<file path="config.mk">
export PLATFORM = sky130hd
export DESIGN_NAME = program_memory_arbiter
export DESIGN_NICKNAME = d
export VERILOG_FILES = /design/src/rtl/program_memory_arbiter.sv
export SDC_FILE = /design/constraint.sdc
export NUM_CORES = 1
export LEC_CHECK = 0
export ABC_AREA = 1
export BUFFER_PORTS_ARGS = -buffer_cell sky130_fd_sc_hd__buf_2
export CAP_MARGIN = 30
export CORE_AREA = 2 2 117 119
export CTS_CLUSTER_SIZE = 28
export DETAILED_ROUTE_END_ITERATION = 6
export DIE_AREA = 0 0 119 121
export PLACE_DENSITY_LB_ADDON = 0.05
export SETUP_SLACK_MARGIN = 0.3
export SYNTH_ARGS = -nofsm -noshare
export SYNTH_HDL_FRONTEND = slang
export SYNTH_SLANG_ARGS = --single-unit
</file>
<file path="constraint.sdc">
create_clock -name clk_in -period 1.7 [get_ports clk_in]
set_input_delay 0.34 -clock clk_in [delete_from_list [all_inputs] [get_ports clk_in]]
set_output_delay 0.34 -clock clk_in [all_outputs]
set_load 0.005 [all_outputs]
</file>
<file path="src/rtl/program_memory_arbiter.sv">
// Two-master Wishbone classic arbiter sharing the program memory read port
// between instruction fetch (m0) and load/store (m1), with a cycle watchdog.
module program_memory_arbiter #(
  parameter logic [31:0] BaseAddr      = 32'h0,
  parameter bit          RoundRobin    = 1'b1,
  parameter int unsigned TimeoutCycles = 16
) (
  input  logic        clk_in,
  input  logic        reset_in,
  // master 0: instruction fetch
  input  logic        m0_stb_i,
  input  logic        m0_we_i,
  input  logic [31:0] m0_addr_i,
  input  logic [31:0] m0_wdata_i,
  output logic [31:0] m0_rdata_o,
  output logic        m0_ack_o,
  output logic        m0_err_o,
  // master 1: data load/store
  input  logic        m1_stb_i,
  input  logic        m1_we_i,
  input  logic [31:0] m1_addr_i,
  input  logic [31:0] m1_wdata_i,
  output logic [31:0] m1_rdata_o,
  output logic        m1_ack_o,
  output logic        m1_err_o,
  // slave: program memory
  output logic        s_stb_o,
  output logic        s_we_o,
  output logic [31:0] s_addr_o,
  output logic [31:0] s_wdata_o,
  input  logic [31:0] s_rdata_i,
  input  logic        s_ack_i,
  input  logic        s_err_i
);

  localparam logic [1:0] StIdle = 2'd0;
  localparam logic [1:0] StBusy = 2'd1;
  localparam logic [1:0] StTout = 2'd2;

  localparam logic [8:0] TimeoutLimit = 9'(TimeoutCycles);
  localparam bit         WatchdogOn   = (TimeoutCycles != 0);

  logic [1:0] state_q, state_d;
  logic       grant_q, grant_d;
  logic       last_grant_q, last_grant_d;
  logic [7:0] wd_q, wd_d;
  logic [8:0] wd_next;
  logic       busy, tout, gnt_stb, term, wd_expire;
  logic       unused_base;

  // Addresses pass through untranslated; the base is informational only.
  assign unused_base = ^BaseAddr;

  assign busy      = (state_q == StBusy);
  assign tout      = (state_q == StTout);
  assign gnt_stb   = grant_q ? m1_stb_i : m0_stb_i;
  assign term      = s_ack_i | s_err_i;
  assign wd_next   = {1'b0, wd_q} + 9'd1;
  assign wd_expire = WatchdogOn && (wd_next == TimeoutLimit);

  always_comb begin
    // NOTE: every next-state variable gets a default first so no latch is inferred.
    state_d      = state_q;
    grant_d      = grant_q;
    last_grant_d = last_grant_q;
    wd_d         = wd_q;
    case (state_q)
      StIdle: begin
        if (m0_stb_i || m1_stb_i) begin
          state_d = StBusy;
          wd_d    = '0;
          if (m0_stb_i && m1_stb_i) grant_d = RoundRobin ? ~last_grant_q : 1'b0;
          else                      grant_d = m1_stb_i;
        end
      end
      StBusy: begin
        // Slave termination beats both an abort and a same-cycle watchdog expiry.
        if (term) begin
          state_d      = StIdle;
          last_grant_d = grant_q;
        end else if (!gnt_stb) begin
          state_d = StIdle;
        end else if (wd_expire) begin
          state_d = StTout;
        end else begin
          wd_d = wd_q + 8'd1;
        end
      end
      StTout: begin
        state_d      = StIdle;
        last_grant_d = grant_q;
      end
      default: state_d = StIdle;
    endcase
  end

  always_ff @(posedge clk_in) begin
    // NOTE: registers are updated with non-blocking assignments only.
    if (reset_in) begin
      state_q      <= StIdle;
      grant_q      <= 1'b0;
      last_grant_q <= 1'b1;
      wd_q         <= '0;
    end else begin
      state_q      <= state_d;
      grant_q      <= grant_d;
      last_grant_q <= last_grant_d;
      wd_q         <= wd_d;
    end
  end

  assign s_stb_o   = busy & gnt_stb;
  assign s_we_o    = grant_q ? m1_we_i    : m0_we_i;
  assign s_addr_o  = grant_q ? m1_addr_i  : m0_addr_i;
  assign s_wdata_o = grant_q ? m1_wdata_i : m0_wdata_i;

  // Responses reach only the granted master; TOUT fabricates the error.
  assign m0_ack_o = busy & ~grant_q & s_ack_i;
  assign m1_ack_o = busy &  grant_q & s_ack_i;
  assign m0_err_o = ~grant_q & ((busy & s_err_i) | tout);
  assign m1_err_o =  grant_q & ((busy & s_err_i) | tout);

  assign m0_rdata_o = s_rdata_i;
  assign m1_rdata_o = s_rdata_i;

endmodule

</file>
==> results of run 1 <==
-- routing by layer --
| metal | up-vias | wire (um) | global-route usage |
|---|---|---|---|
| met2 | 131 | 6900 | 0.274 |
| met1 | 1363 | 5130 | 0.168 |
| met5 | - | 0 | 0 |
| met4 | 0 | 143 | 0.0409 |
| li1 | 1542 | - | - |
| met3 | 21 | 766 | 0.0305 |
-- worst max-delay path by stage --
| stage | startpoint | slack, ns | cells after the start | end |
|---|---|---|---|---|
| final | grant_q | 0.06 | 6 | s_addr_o[12] |
| after detailed placement | wd_q[2] | 0.04 | 11 | wd_q[3] |
| after floorplan | wd_q[1] | 0.26 | 11 | wd_q[0] |
| after global placement | wd_q[2] | 0.05 | 11 | wd_q[2] |
| after CTS | wd_q[1] | 0.13 | 12 | wd_q[3] |
| after global routing | wd_q[1] | 0.01 | 12 | wd_q[7] |
-- worst max-delay path, delay by kind of cell (launching register included) --
kind	cells	cell delay (ns)
AND/OR/NAND/NOR	2	0.10
flip-flops	1	0.41
buffers and inverters	4	0.53
-- state kept, by name, summed over array words and instances, names as in the netlist --
signal	flops
wd_q	8
state_q	2
grant_q	1
last_grant_q	1
-- kinds of logic (layout without fill, tap and decap cells) --
family | Yosys count | after routing
simple gates | 278 | 281
buf+inv | 100 | 271
compound gates | 18 | 18
flops | 12 | 12
fa+ha+maj | 2 | 2
-- placed cells by master, fill, tap and decap left out, drive strengths merged --
| cell type | synthesis | routed |
|---|---|---|
| dfxtp | 12 | 12 |
| ha | 2 | 2 |
| o21ai | 3 | 3 |
| nand3 | 15 | 15 |
| nor2 | 25 | 25 |
| nor3 | 1 | 1 |
| a21oi | 14 | 14 |
| clkbuf | 11 | 14 |
| inv | 17 | 17 |
| nand4 | 3 | 3 |
| buf | 70 | 236 |
| a311o | 1 | 1 |
| clkinv | 2 | 4 |
| nand2 | 234 | 237 |
-- repair_timing --
action	in CTS	in global routing
pin swaps	19	29
hold buffers	0	0
setup endpoints to repair	79	80
gates resized for setup	72	157
gates cloned	10	14
setup buffers	10	7
-- cell type report --
| type | count | area (sq um) | area share |
|---|---|---|---|
| multi-input combinational | 301 | 1920 | 0.432 |
| timing repair buffer | 246 | 1830 | 0.412 |
| inverter | 19 | 91.3 | 0.0206 |
| tap | 176 | 220 | 0.0497 |
| sequential | 12 | 256 | 0.0579 |
| clock buffer | 4 | 88.8 | 0.0200 |
| timing repair inverter | 2 | 32.5 | 0.00734 |
-- power by group through the flow --
stage          registers (mW)  logic [mW]  clock network (mW)
2_1_floorplan           0.336       0.482                   0
3_3_place_gp            0.347       0.758                   0
3_5_place_dp            0.346       0.753                   0
4_1_cts                 0.348       0.942               0.492
5_1_grt                 0.349        1.40               0.501
6_report                0.346        1.29               0.486
==> out/qor.csv, run 1 <==
metric,value,unit
Min Hold Slack,0.332,ns
CTS max path bufs,2,
CP Data Arrival Time,1.30,ns
IO Pins,302,
Reg2Reg Depth,12,
switch share,0.373,
Synth area leader,nand2_1,
final std cells w/o fill,760,
Netlist cell types,23,
# port buffers,205,
H-tree depth,1,
Final Hold Fails,0,
antenna cells,0,
most frequent cell after synthesis,nand2_1,
area of the die,14400,sq um
Max Clock Skew,0.00211,ns
minimum clock period,1.64,ns
CTS tree,done,
Syn Nets,580,
WL per Instance,17.0,um
post-synthesis sequential area ratio,0.113,
Post-synth top cells,"nand2_1 (231), buf_4 (65), nor2_1 (23), inv_1 (16), nand3_1 (15)",
Reg2Reg Capture Point,state_q[1],
initial antenna violation count,0,
Adder-Cell Fraction of Synth Area,0.0118,
Layout Utilization,0.339,
Initial Util,0.162,
layout cells sized above 1,0.693,
GRT Total Usage,0.147,
Critical Path End Type,output port,
GPL Wtd Cong,0.716,
router iterations before antenna repair,4,
"Req. time, crit path",1.36,ns
Psw,0.792,mW
core area,13100,sq um
max incr delay on CP,0.41,ns
ranking of synthesized cells by area,"nand2_1 (41%), buf_4 (23%), dfxtp_1 (11%)",
Hold Path Sink,state_q[0],
Setup WS pre-CTS,0.0405,ns
Final Setup Violations,0,
P_leak,2.34,nW
Yosys top cell area share,0.408,
final net count,755,
Cells on Worst Hold Path,2,
largest net degree at the start of global routing,31,
cell area after layout,4430,sq um
drt drc,0,
"Top FF cell, synth",dfxtp_1,
fmax,611,MHz
cells along the critical path,buf_12 > clkinv_8 > buf_16 > nand2_2 > nand2_1 > buf_2,
outcome,"complete, no violations",
Setup TNS Final,0,ns
Compound-Gate Fraction of Synth Area,0.0589,
Pint,1.33,mW
Simple-Gate Fraction of Synth Area,0.517,
Syn-to-layout area delta,109,%
detailed placement HPWL,7940,um
Die H,121,um
vias in the first global route,2836,
logic gate share of total power,0.608,
Syn. warnings,0,
Routed Antenna Nets,0,
Tightest Hold Check Type,primary input to register,
Num Clock Sinks,12,
total vias in the final route,3057,
cell count after synthesis,410,
Final Worst Setup Slack,0.0638,ns
Syn Std Cell Area,2120,sq um
Post-DP Area,2890,sq um
clk slew on worst S/H paths,0.04,ns
reg2reg start,wd_q[1],
syn_area_per_cell,5.18,sq um
FILL cells,1437,
pins over their slew limit,0,
first-pass GRT wire length,16200,um
clock network fraction of design power,0.229,
clk root buf,clkbuf_16,
Clock Latency Late Sink,0.24,ns
"Remaining Overflow, GRT",0,
number of synthesized flops with an enable pin,0,
maximum VDD drop,0.228,mV
Yosys reg bits,12,
mux share of post-synthesis cell area,0,
total power,2.12,mW
RSZ-0062 raised after global routing,yes,
P per Cell Area,479,nW/um^2
Max Cap Violations,0,
Die Width,119,um
hold wc startpoint,reset_in,
initial drt markers,69,
Tcrit/Tclk final,0.962,
final WL,12900,um
startpoint types,register,
main combinational cell family by area after synthesis,simple AND/OR/NAND/NOR gates,
largest fanout on the critical path,8,
Num CTS Buffers,3,
routed vias/inst,4.02,
asr flop ratio synth,0,
DP Cell Count,715,
power share of the sequential group,0.163,
# rows,42,
Synth Area in XOR/XNOR,0,
critical path class,register to output port,
Max-slew headroom,0.785,
R2R Setup Slk,0.12,ns
critical path's slowest cell,dfxtp_4,
Slew @ Worst Pin,0.321,ns
No activity file was read; power rests on OpenSTA's default activity.
==> inputs of run 2 (changes only) <==
- CORE_AREA: 2 2 117 119 -> 5 5 114 116
==> out/qor.csv, run 2 (same netlist as run 1, synthesis figures left out) <==
metric,value,unit
Setup TNS Final,0,ns
area of the die,14400,sq um
outcome,"complete, no violations",
minimum clock period,1.66,ns
core area,11800,sq um
Largest Register,wd_q,
router iterations before antenna repair,4,
Initial Util,0.180,
Max Clock Skew,0.00379,ns
Routed Antenna Nets,0,
CTS max path bufs,2,
"most used cell, CP",buf_12,
largest fanout on the critical path,6,
final net count,756,
fmax,601,MHz
Die H,121,um
Largest regs,"wd_q x8, state_q x2",
pins over their slew limit,0,
Tightest Hold Check Type,primary input to register,
R2R Setup Slk,0.05,ns
CP Data Arrival Time,1.32,ns
Num Clock Sinks,12,
Final Hold Fails,0,
H-tree depth,1,
Layout Utilization,0.384,
P_leak,2.42,nW
vias in the first global route,2982,
Max Cap Violations,0,
Tcrit/Tclk final,0.979,
P per Cell Area,483,nW/um^2
Setup WS pre-CTS,0.0472,ns
"Hold-fix buffers, CTS",0,
Critical Path End Type,output port,
WL per Instance,18.9,um
drt drc,0,
Clock Latency Late Sink,0.24,ns
# rows,40,
GPL Wtd Cong,0.728,
detailed placement HPWL,8840,um
maximum VDD drop,0.261,mV
cell area after layout,4540,sq um
first-pass GRT wire length,16900,um
initial drt markers,105,
Largest register FFs,8,
"Remaining Overflow, GRT",0,
# port buffers,205,
Final Setup Violations,0,
Final Worst Setup Slack,0.0359,ns
RSZ-0062 raised after global routing,yes,
Max-slew headroom,0.799,
GRT Total Usage,0.152,
Syn-to-layout area delta,113,%
Post-DP Area,2850,sq um
routed vias/inst,4.29,
layout cells sized above 1,0.709,
initial antenna violation count,2,
startpoint types,register,
max incr delay on CP,0.41,ns
Slew @ Worst Pin,0.299,ns
clk root buf,clkbuf_16,
total power,2.19,mW
Die Width,119,um
critical path class,register to output port,
"Req. time, crit path",1.36,ns
FILL cells,1261,
IO Pins,302,
final WL,13800,um
cells along the critical path,buf_12 > buf_12 > clkbuf_16 > nand2_2 > nand2_1 > buf_2,
critical path's slowest cell,dfxtp_4,
CTS tree,done,
"commonest non-fill, non-tap cell in the layout",buf_2,
most frequent cells in the layout,"buf_2 (183), nand2_1 (120), nand2_2 (72), nand2_4 (44), buf_6 (25)",
Num CTS Buffers,3,
total vias in the final route,3146,
clk slew on worst S/H paths,0.05,ns
largest net degree at the start of global routing,29,
[run 2: changes by cell type in the layout (fill, tap and decap cells not counted), moves of 2 or more]
cell       previous run  this run
nand2_2              59        72
buf_2               190       183
nand2_1             127       120
buf_12                4         8
clkbuf_16            13        17
nand2_4              48        44
buf_4                11         9
nand2_8               3         1
nor2_4                4         6
[run 2: repair_timing]
item	4_1_cts	5_1_grt
cloned	9	18
pin swaps	16	71
endpoints found under the setup margin	80	80
gates resized for setup	61	177
buffers inserted	9	7
[run 2: metal layers]
metal	up-vias	global-route usage	routed length, um
met5	-	0	14
met4	2	0.0565	345
met3	35	0.0429	1010
met2	147	0.277	7300
met1	1418	0.166	5160
li1	1544	-	-
[run 2: worst max-delay path, delay by kind of cell, from the launching register on]
kind          cells  cell delay, ns
buf+inv           4            0.58
flops             1            0.41
simple gates      2            0.08
[run 2: path summary, 6_finish.rpt]
path,to,start,depth (start not counted)
worst max register to register,wd_q[5],wd_q[1],12
worst min register to register,last_grant_q,last_grant_q,1
worst max-delay path,s_addr_o[31],grant_q,6
worst min-delay path,state_q[1],reset_in,2
[run 2: cell type report]
type,count,area (sq um),area share
antenna,1,2.50,0.000552
clock buffer,4,88.8,0.0196
inverter,19,85.1,0.0188
multi-input combinational,301,1900,0.419
sequential,12,260,0.0574
tap,147,184,0.0406
timing repair buffer,247,1980,0.437
timing repair inverter,2,32.5,0.00717
[run 2: power by group]
part	internal, mW	leakage, nW	switching [mW]	total (mW)
Sequential	0.309	0.103	0.0412	0.351
Combinational	0.713	2.27	0.635	1.35
Clock	0.356	0.0442	0.135	0.491
Total	1.38	2.42	0.811	2.19
[run 2: stage by stage]
stage / hold WS, ns / cells
floorplan: 0.407 / 410
global placement: 0.543 / 685
detailed placement: 0.544 / 685
CTS: 0.306 / 707
global route: 0.323 / 733
finish: 0.306 / 733
==> inputs of run 3 (changes only) <==
- ABC_AREA: 1 -> unset
- CORE_AREA: 5 5 114 116 -> 5 5 115 117
- DIE_AREA: 0 0 119 121 -> 0 0 120 122
- clock period: 1.7 -> 2.1 ns (I/O delays scaled with it)
==> out/qor.csv, run 3 <==
metric,value,unit
Initial Util,0.165,
layout cells sized above 1,0.795,
most frequent cell after synthesis,mux2_2,
syn_area_per_cell,8.72,sq um
detailed placement HPWL,7600,um
Cells on Worst Hold Path,1,
cell depth of the worst setup path,6,
Die H,122,um
GPL Wtd Cong,0.711,
antenna cells,0,
Worst Setup EP,wd_q[0],
cell area after layout,3140,sq um
# port buffers,205,
pins over their slew limit,0,
RSZ-0062 raised after global routing,yes,
Num CTS Buffers,3,
Max-slew headroom,0.680,
Yosys reg bits,12,
number of synthesized flops with an enable pin,0,
drt drc,0,
outcome,"complete, no violations",
Largest regs,"wd_q x8, state_q x2",
Slew @ Worst Pin,0.479,ns
CP startpoint,wd_q[0],
largest fanout on the critical path,5,
final WL,9260,um
Critical Path End Type,register,
Syn Std Cell Area,2020,sq um
"commonest non-fill, non-tap cell in the layout",buf_2,
Synth area leader,mux2_2,
initial drt markers,49,
DP Cell Count,518,
# rows,41,
P per Cell Area,367,nW/um^2
"Req. time, crit path",2.26,ns
Post-synth top cells,"mux2_2 (65), buf_4 (64), nor2_1 (13), dfxtp_1 (12), nand2_1 (11)",
asr flop ratio synth,0,
Syn-to-layout area delta,55.5,%
minimum clock period,1.96,ns
Post-DP Area,2780,sq um
Num Clock Sinks,12,
Syn. warnings,0,
"Remaining Overflow, GRT",0,
clk slew on worst S/H paths,0.05,ns
CP top delay family,simple AND/OR/NAND/NOR gates,
Netlist cell types,44,
Setup WS pre-CTS,0.0649,ns
GRT Total Usage,0.108,
Min Hold Slack,0.470,ns
total vias in the final route,2170,
initial antenna violation count,0,
Psw,0.327,mW
final net count,552,
clk root buf,clkbuf_16,
Clock Latency Late Sink,0.24,ns
P_leak,1.53,nW
Tightest Hold Check Type,register to register,
CP Data Arrival Time,2.12,ns
core area,12300,sq um
H-tree depth,1,
"most used cell, CP",or3b_4,
post-synthesis sequential area ratio,0.119,
Layout Utilization,0.256,
Largest Register,wd_q,
first-pass GRT wire length,12500,um
Final Hold Fails,0,
Final Setup Violations,0,
Tcrit/Tclk final,0.932,
Reg2Reg Depth,6,
logic gate share of total power,0.483,
CTS max path bufs,2,
R2R Setup Slk,0.14,ns
total power,1.15,mW
fmax,511,MHz
clock network fraction of design power,0.306,
area of the die,14600,sq um
critical path class,register to register,
Setup TNS Final,0,ns
FILL cells,1368,
most frequent cells in the layout,"buf_2 (196), mux2_2 (50), mux2_4 (15), nor2_1 (13), nand2_1 (11)",
maximum VDD drop,0.302,mV
routed vias/inst,4.09,
WL per Instance,17.5,um
power share of the sequential group,0.211,
reg2reg start,wd_q[0],
Routed Antenna Nets,0,
multi-input combinational cell area,1370,sq um
ranking of synthesized cells by area,"mux2_2 (36%), buf_4 (24%), dfxtp_1 (12%)",
Syn Nets,402,
Largest register FFs,8,
startpoint types,register,
Yosys top cell area share,0.362,
IO Pins,302,
WP buf/inv,0,
cell count after synthesis,232,
critical path's slowest cell,or3b_4,
max incr delay on CP,0.39,ns
Pint,0.828,mW
Die Width,120,um
vias in the first global route,2093,
CTS tree,done,
final std cells w/o fill,530,
Max Cap Violations,0,
Register Area,249,sq um
largest net degree at the start of global routing,33,
"Top FF cell, synth",dfxtp_1,
router iterations before antenna repair,4,
switch share,0.283,
Final Worst Setup Slack,0.144,ns
cells along the critical path,ha_4 > or3b_4 > or3b_4 > o21a_4 > o21ai_4 > mux2i_1,
Max Clock Skew,0.00235,ns
Reg2Reg Capture Point,wd_q[0],
==> run 3: cell types whose count changed after synthesis, sizes merged, moves of 9 or more <==
cell    change
nor2       -12
inv        -16
nand2     -223
mux2       +65
a21oi       -9
nand3      -13
clkbuf      -9
==> run 3: layout make-up <==
cell class / count / area share
Inverter: 1 / 0.00119
Sequential cell: 12 / 0.0792
Multi-Input combinational cell: 146 / 0.434
Tap cell: 150 / 0.0597
Clock buffer: 3 / 0.0239
Timing Repair Buffer: 218 / 0.402
==> run 3: power by group through the flow <==
stage / combinational [mW] / clock [mW] / sequential [mW]
detailed placement: 0.499 / 0 / 0.244
CTS: 0.512 / 0.367 / 0.240
finish: 0.558 / 0.354 / 0.243
floorplan: 0.317 / 0 / 0.240
global placement: 0.502 / 0 / 0.244
global route: 0.609 / 0.375 / 0.244
==> run 3: what timing repair did <==
action	in CTS	in global routing
hold endpoints to repair	0	0
hold buffers	0	0
pin swaps	3	1
endpoints found under the setup margin	47	35
gates resized for setup	9	28
setup buffers	4	1
cloned	1	3
==> run 3: layer usage <==
| metal | up-vias | track usage | routed length (um) |
|---|---|---|---|
| li1 | 1058 | - | - |
| met1 | 989 | 0.120 | 3430 |
| met2 | 119 | 0.204 | 4930 |
| met3 | 4 | 0.0413 | 865 |
| met4 | 0 | 0.00501 | 27 |
| met5 | - | 0 | 0 |
==> run 3: logic make-up after synthesis <==
logic type | Yosys count | share of synthesized area
simple gates | 49 | 0.135
xor+xnor | 2 | 0.00866
compound gates | 25 | 0.0916
mux | 68 | 0.377
buf+inv | 74 | 0.257
flops | 12 | 0.119
fa+ha+maj | 2 | 0.0124
==> run 3: worst min-delay path by stage <==
stage | startpoint | endpoint | slack [ns]
detailed placement | wd_q[7] | wd_q[7] | 0.46
floorplan | wd_q[7] | wd_q[7] | 0.43
CTS | wd_q[7] | wd_q[7] | 0.47
global placement | wd_q[7] | wd_q[7] | 0.46
global route | wd_q[7] | wd_q[7] | 0.50
finish | wd_q[7] | wd_q[7] | 0.47
